[config.mk]
export PLATFORM = sky130hd
export DESIGN_NAME = accum_cpu_core
export DESIGN_NICKNAME = d
export VERILOG_FILES = /design/src/rtl/accum_cpu_pkg.sv /design/src/rtl/accum_alu.sv /design/src/rtl/accum_cpu_core.sv
export SDC_FILE = /design/constraint.sdc
export NUM_CORES = 1
export LEC_CHECK = 0
export ABC_AREA = 0
export BUFFER_PORTS_ARGS = -buffer_cell sky130_fd_sc_hd__buf_4
export CORE_MARGIN = 5
export CORE_UTILIZATION = 46
export CTS_CLUSTER_DIAMETER = 50
export DETAILED_ROUTE_END_ITERATION = 6
export HOLD_SLACK_MARGIN = 0.02
export SKIP_LAST_GASP = 1
export SYNTH_ARGS = -nofsm -noshare
export SYNTH_HDL_FRONTEND = slang
export SYNTH_SLANG_ARGS = --single-unit
[constraint.sdc]
create_clock -name clk -period 6.65 [get_ports clk]
set_clock_uncertainty 0.1 [all_clocks]
set_input_delay 1.33 -clock clk [delete_from_list [all_inputs] [get_ports clk]]
set_output_delay 1.33 -clock clk [all_outputs]
set_load 0.01 [all_outputs]
[src/rtl/accum_cpu_pkg.sv]
// Shared types for the accumulator processor core: opcode and FSM state encodings.
package accum_cpu_pkg;

    localparam int OPC_W = 3;

    typedef enum logic [OPC_W-1:0] {
        OP_LOAD  = 3'b000,
        OP_STORE = 3'b001,
        OP_ADD   = 3'b010,
        OP_SUB   = 3'b011,
        OP_INPUT = 3'b100,
        OP_JZ    = 3'b101,
        OP_JPOS  = 3'b110,
        OP_HALT  = 3'b111
    } opcode_t;

    typedef enum logic [1:0] {
        ST_IDLE  = 2'd0,
        ST_FETCH = 2'd1,
        ST_EXEC  = 2'd2,
        ST_HALT  = 2'd3
    } state_t;

endpackage

[src/rtl/accum_alu.sv]
// Two's complement add/subtract for the accumulator datapath.
// Build option ACC_SATURATE_EN clamps signed overflow to max/min instead of wrapping.
module accum_alu
    import accum_cpu_pkg::*;
#(
    parameter int DW = 8
) (
    input  logic [DW-1:0] a,
    input  logic [DW-1:0] b,
    input  logic          sub,
    output logic [DW-1:0] y
);

    logic [DW-1:0] raw;

    assign raw = sub ? (a - b) : (a + b);

`ifdef ACC_SATURATE_EN
    localparam logic [DW-1:0] SMAX = {1'b0, {(DW-1){1'b1}}};
    localparam logic [DW-1:0] SMIN = {1'b1, {(DW-1){1'b0}}};

    logic ovf;

    // Overflow always pushes the result away from a's sign, so a's MSB picks the rail.
    assign ovf = (sub ? (a[DW-1] != b[DW-1]) : (a[DW-1] == b[DW-1])) && (raw[DW-1] != a[DW-1]);
    assign y   = ovf ? (a[DW-1] ? SMIN : SMAX) : raw;
`else
    assign y = raw;
`endif

endmodule

[src/rtl/accum_cpu_core.sv]
// Accumulator processor core: fetch/execute FSM, instruction RAM, accumulator and INPUT handshake.
// Build option ACC_SATURATE_EN selects saturating ADD/SUB (see accum_alu).
module accum_cpu_core
    import accum_cpu_pkg::*;
#(
    parameter int DW = 8,
    parameter int AW = 5
) (
    input  logic          clk,
    input  logic          rst_n,
    input  logic          start,
    input  logic          prog_we,
    input  logic [AW-1:0] prog_addr,
    input  logic [DW-1:0] prog_data,
    input  logic [DW-1:0] data_in,
    input  logic          in_valid,
    output logic          in_ready,
    output logic [DW-1:0] dataOut,
    output logic          Aeq0,
    output logic          Apos,
    output logic [2:0]    IR,
    output logic          halted,
    output logic          busy,
    output state_t        dbg_state
);

    logic [DW-1:0] mem [0:(1<<AW)-1];

    state_t        state, state_d;
    logic [AW-1:0] pc, pc_d;
    logic [DW-1:0] ir, ir_d;
    logic [DW-1:0] acc, acc_d;

    opcode_t       op;
    logic [AW-1:0] op_addr;
    logic [DW-1:0] operand;
    logic [DW-1:0] alu_y;

    logic          mem_we;
    logic [AW-1:0] mem_waddr;
    logic [DW-1:0] mem_wdata;

    assign op      = opcode_t'(ir[DW-1 -: OPC_W]);
    assign op_addr = ir[AW-1:0];
    assign operand = mem[op_addr];

    accum_alu #(.DW(DW)) u_alu (
        .a   (acc),
        .b   (operand),
        .sub (op == OP_SUB),
        .y   (alu_y)
    );

    // INPUT handshake: data_in transfers at a rising edge where in_valid and in_ready
    // are both high. in_ready is high for the whole EXEC of INPUT and never depends on
    // in_valid; the core holds in EXEC until the transfer happens.
    always_comb begin
        state_d   = state;
        pc_d      = pc;
        ir_d      = ir;
        acc_d     = acc;
        mem_we    = 1'b0;
        mem_waddr = prog_addr;
        mem_wdata = prog_data;
        in_ready  = 1'b0;
        case (state)
            ST_IDLE, ST_HALT: begin
                mem_we = prog_we;
                if (start) begin
                    state_d = ST_FETCH;
                    pc_d    = '0;
                end
            end
            ST_FETCH: begin
                ir_d    = mem[pc];
                pc_d    = pc + AW'(1);
                state_d = ST_EXEC;
            end
            ST_EXEC: begin
                state_d = ST_FETCH;
                case (op)
                    OP_LOAD:  acc_d = operand;
                    OP_STORE: begin
                        mem_we    = 1'b1;
                        mem_waddr = op_addr;
                        mem_wdata = acc;
                    end
                    OP_ADD,
                    OP_SUB:   acc_d = alu_y;
                    OP_INPUT: begin
                        in_ready = 1'b1;
                        if (in_valid) begin
                            acc_d = data_in;
                        end else begin
                            state_d = ST_EXEC;
                        end
                    end
                    OP_JZ:    if (Aeq0) pc_d = op_addr;
                    OP_JPOS:  if (Apos) pc_d = op_addr;
                    OP_HALT:  state_d = ST_HALT;
                    default:  state_d = ST_FETCH;
                endcase
            end
            default: state_d = ST_IDLE;
        endcase
    end

    always_ff @(posedge clk or negedge rst_n) begin
        if (!rst_n) begin
            state <= ST_IDLE;
            pc    <= '0;
            ir    <= '0;
            acc   <= '0;
        end else begin
            state <= state_d;
            pc    <= pc_d;
            ir    <= ir_d;
            acc   <= acc_d;
        end
    end

    // RAM keeps its contents through reset; gating on rst_n drops a write that reset interrupts.
    always_ff @(posedge clk) begin
        if (mem_we && rst_n) begin
            mem[mem_waddr] <= mem_wdata;
        end
    end

    assign dataOut   = acc;
    assign Aeq0      = (acc == '0);
    assign Apos      = !acc[DW-1] && (acc != '0);
    assign IR        = ir[DW-1 -: OPC_W];
    assign halted    = (state == ST_HALT);
    assign busy      = (state == ST_FETCH) || (state == ST_EXEC);
    assign dbg_state = state;

endmodule

==> summary.md <==
| Metric | Value |
|---|---|
| Setup repair bufs after CTS | `0` |
| Slew HR | `0.2600` |
| Max cap viols | `0` |
| Resize count post-CTS | `0` |
| Starting DRT DRC Count | `1015` |
| Worst hold path class | `reg -> reg` |
| Synth unique cells | `56` |
| # setup viols final | `0` |
| DRT antenna net count | `0` |
| Ranking of synthesized cells by area | `edfxtp_1, mux4_2, dfrtp_1` |
| Post-synthesis sequential area ratio | `0.5979` |
| Pwr per Cell Area | `approximately 450 nW/um2` |
| Final Critical Period | `around 5.1 ns` |
| DPL Wire Length | `24270 um` |
| Synth Warn # | `0` |
| WHS Endpoint | `dataOut[2]` |
| CTS Root Cell | `clkbuf_16` |
| Chip height | `around 180 um` |
| FF-to-FF Start | `ir[2]` |
| First-pass GRT wire length | `about 54000 um` |
| Hold depth | `2` |
| Port bufs | `43` |
| CP arrival | `5.36 ns` |
| Peak supply drop | `approximately 0.00024 V` |
| Max Slew Vio Count | `0` |
| CP Capture Type | `flop` |
| DRT Wirelength | `~36000 um` |
| Number of hold buffers added after cts | `0` |
| HP Start | `dataOut[2]` |
| Synth area leader | `edfxtp_1` |
| GRT Residual Overflow | `0` |
| Yosys top cell area share | `0.5562` |
| Ys async rst share | `0.08244` |
| Leak Pwr | `4.996 nW` |
| R2R Setup Slk | `1.56 ns` |
| Antenna diodes | `0` |
| RSZ-0062 raised after global routing | `false` |
| Die area | `33610 um2` |
| Outcome | `completed` |
| Final GP Congestion | `0.9033` |
| Startpoint Class | `flop` |
| Share of layout cells above drive strength 1 | `0.3251` |
| GRT Util Overall | `0.2188` |
| Post-synth top cells | `edfxtp_1, mux4_2, nor2_1` |
| Syn_nets | `~830` |
| Die width | `183.3 um` |
| Fin crit share | `0.7653` |
| R2R depth | `15` |
| Setup TNS | `0 ns` |
| Area grow syn2layout | `12.36%` |
| Post-synthesis cell area | `13820 um2` |
| Clock tree buffer depth | `3` |
| Worst Max-Slew Pin Slew | `1.106 ns` |
| Clk sink count | `279` |
| Pre-CTS WS | `1.602 ns` |
| Router iterations before antenna repair | `5` |
| Top_reg_cell synth | `edfxtp_1` |
| Initial Util | `0.4663` |
| Mean Syn Cell Area | `between 15 and 20 um2` |
| Worst-path clk slew | `0.06 ns` |
| Vias/cell | `about 6.5` |
| Final Hold Violating Endpoints | `0` |
| DR vias | `8125` |
| IO Pins | `44` |
| WS Path Type | `reg -> reg` |
| Fin area | `15530 um2` |
| Total number of H-tree levels | `2` |
| Data required, critical path | `between 6 and 7 ns` |
| Vias in the first global route | `between 8000 and 9000` |
| Max FO, Critical Path | `26` |
| Post-synth EDFFs | `256` |
| Largest net degree at the start of global routing | `68` |
| Post-Synthesis Cells | `794` |
| CTS tree | `done` |
| #FFs+latches synth | `279` |
| Worst R2R End | `dataOut[7]` |
| DR WL/cell | `29.39 um` |
| Number of remaining DRC errors | `0` |
| Total CTS buffers | `34` |
| Core area | `29640 um2` |
| Initial antenna violation count | `1` |
| Final WS setup | `1.561 ns` |
| FMAX | `between 150 and 200 MHz` |
| Most frequent cell after synthesis | `edfxtp_1` |
| Placement Rows | `between 60 and 70` |
| DP Area | `14450 um2` |
| Clock Latency Late Sink | `0.50 ns` |
| Final nets | `a little under 900` |
-- worst max path at each step --
stage                  to  slack [ns]  startpoint
3_5_place_dp   dataOut[7]        1.60       ir[2]
5_1_grt        dataOut[7]        1.30       ir[0]
6_report       dataOut[7]        1.56       ir[2]
2_1_floorplan  dataOut[7]        2.37       ir[1]
3_3_place_gp   dataOut[7]        1.68       ir[1]
4_1_cts        dataOut[7]        1.59       ir[2]
-- layer usage --
metal,up-vias,GRT usage,wire length (um)
met5,-,0,0
met4,0,0.05215,731
met3,52,0.04185,3223
met2,453,0.3482,17510
met1,4250,0.3176,15030
li1,3370,-,-
-- logic make-up after synthesis --
logic type / after synthesis / synth area share
xor gates and xnor gates: 13 / 0.009235
buffers and inverters: 69 / 0.02363
adders and majority gates: 13 / 0.01231
and+or+nand+nor: 160 / 0.05740
muxes: 175 / 0.2606
AOI/OAI and AO/OA: 85 / 0.03893
DFF: 279 / 0.5979
-- where the power goes --
group	internal, mW	leakage, nW	switching [mW]
Clock	1.06	0.522	0.715
Combinational	1.42	1.90	1.41
Sequential	2.01	2.57	0.347
-- layout by cell type (no fill, tap or decap), types with 3 or more instances in the layout --
master	n
nand2_1	33
nor2_1	67
a31oi_1	3
nor3_1	5
nand3b_1	7
mux2_2	9
xnor2_1	9
o21ai_1	10
mux4_2	146
or3_1	4
buf_4	54
clkbuf_16	35
a21oi_1	14
nand2b_1	8
or3b_1	3
xor2_1	3
dfrtp_1	18
or3b_2	4
inv_1	11
o22ai_1	23
clkinv_4	3
o21ai_0	13
clkinv_2	3
edfxtp_1	256
ha_1	12
a221oi_1	5
dfrtp_2	3
nand3_1	8
clkbuf_1	10
or4_1	5
inv_6	4
nor2b_1	4
mux2i_1	19
a22o_1	6
-- flip-flops by register name, summed over array words and instances (netlist names) --
name       cells
dbg_state      2
ir             8
pc             5
mem          256
dataOut        8
-- per-stage QoR --
stage          instances  utilization  hold slack [ns]  power [mW]
2_1_floorplan        794            -           0.4702       4.455
3_3_place_gp        1181       0.4875           0.4622       5.176
3_5_place_dp        1181       0.4875           0.4755       5.220
4_1_cts             1242       0.5239           0.4886       6.995
5_1_grt             1242       0.5239           0.5346       7.337
6_report            1242       0.5239           0.4986       6.972
-- final cells by class --
cell class	count	area [um2]
Tap cell	390	488.0
Fill cell	2360	14110
Timing Repair Buffer	54	405.4
Sequential cell	279	8274
Clock inverter	16	166.4
Inverter	12	45.04
Clock buffer	45	913.4
Multi-Input combinational cell	446	5236
-- worst max-delay path: stages, from the launching register on --
cell	delay (ns)
dfrtp_2	0.80
buf_4	0.37
buf_4	0.32
nand3b_1	0.17
o22ai_1	0.16
or4_1	0.58
ha_1	0.31
a21oi_1	0.21
ha_1	0.27
nor2b_1	0.13
o21ai_1	0.15
a21oi_1	0.11
o41ai_1	0.34
xnor3_1	0.42
o211a_1	0.14
or3b_1	0.37
Note: power is estimated with default switching activity, not from simulation.
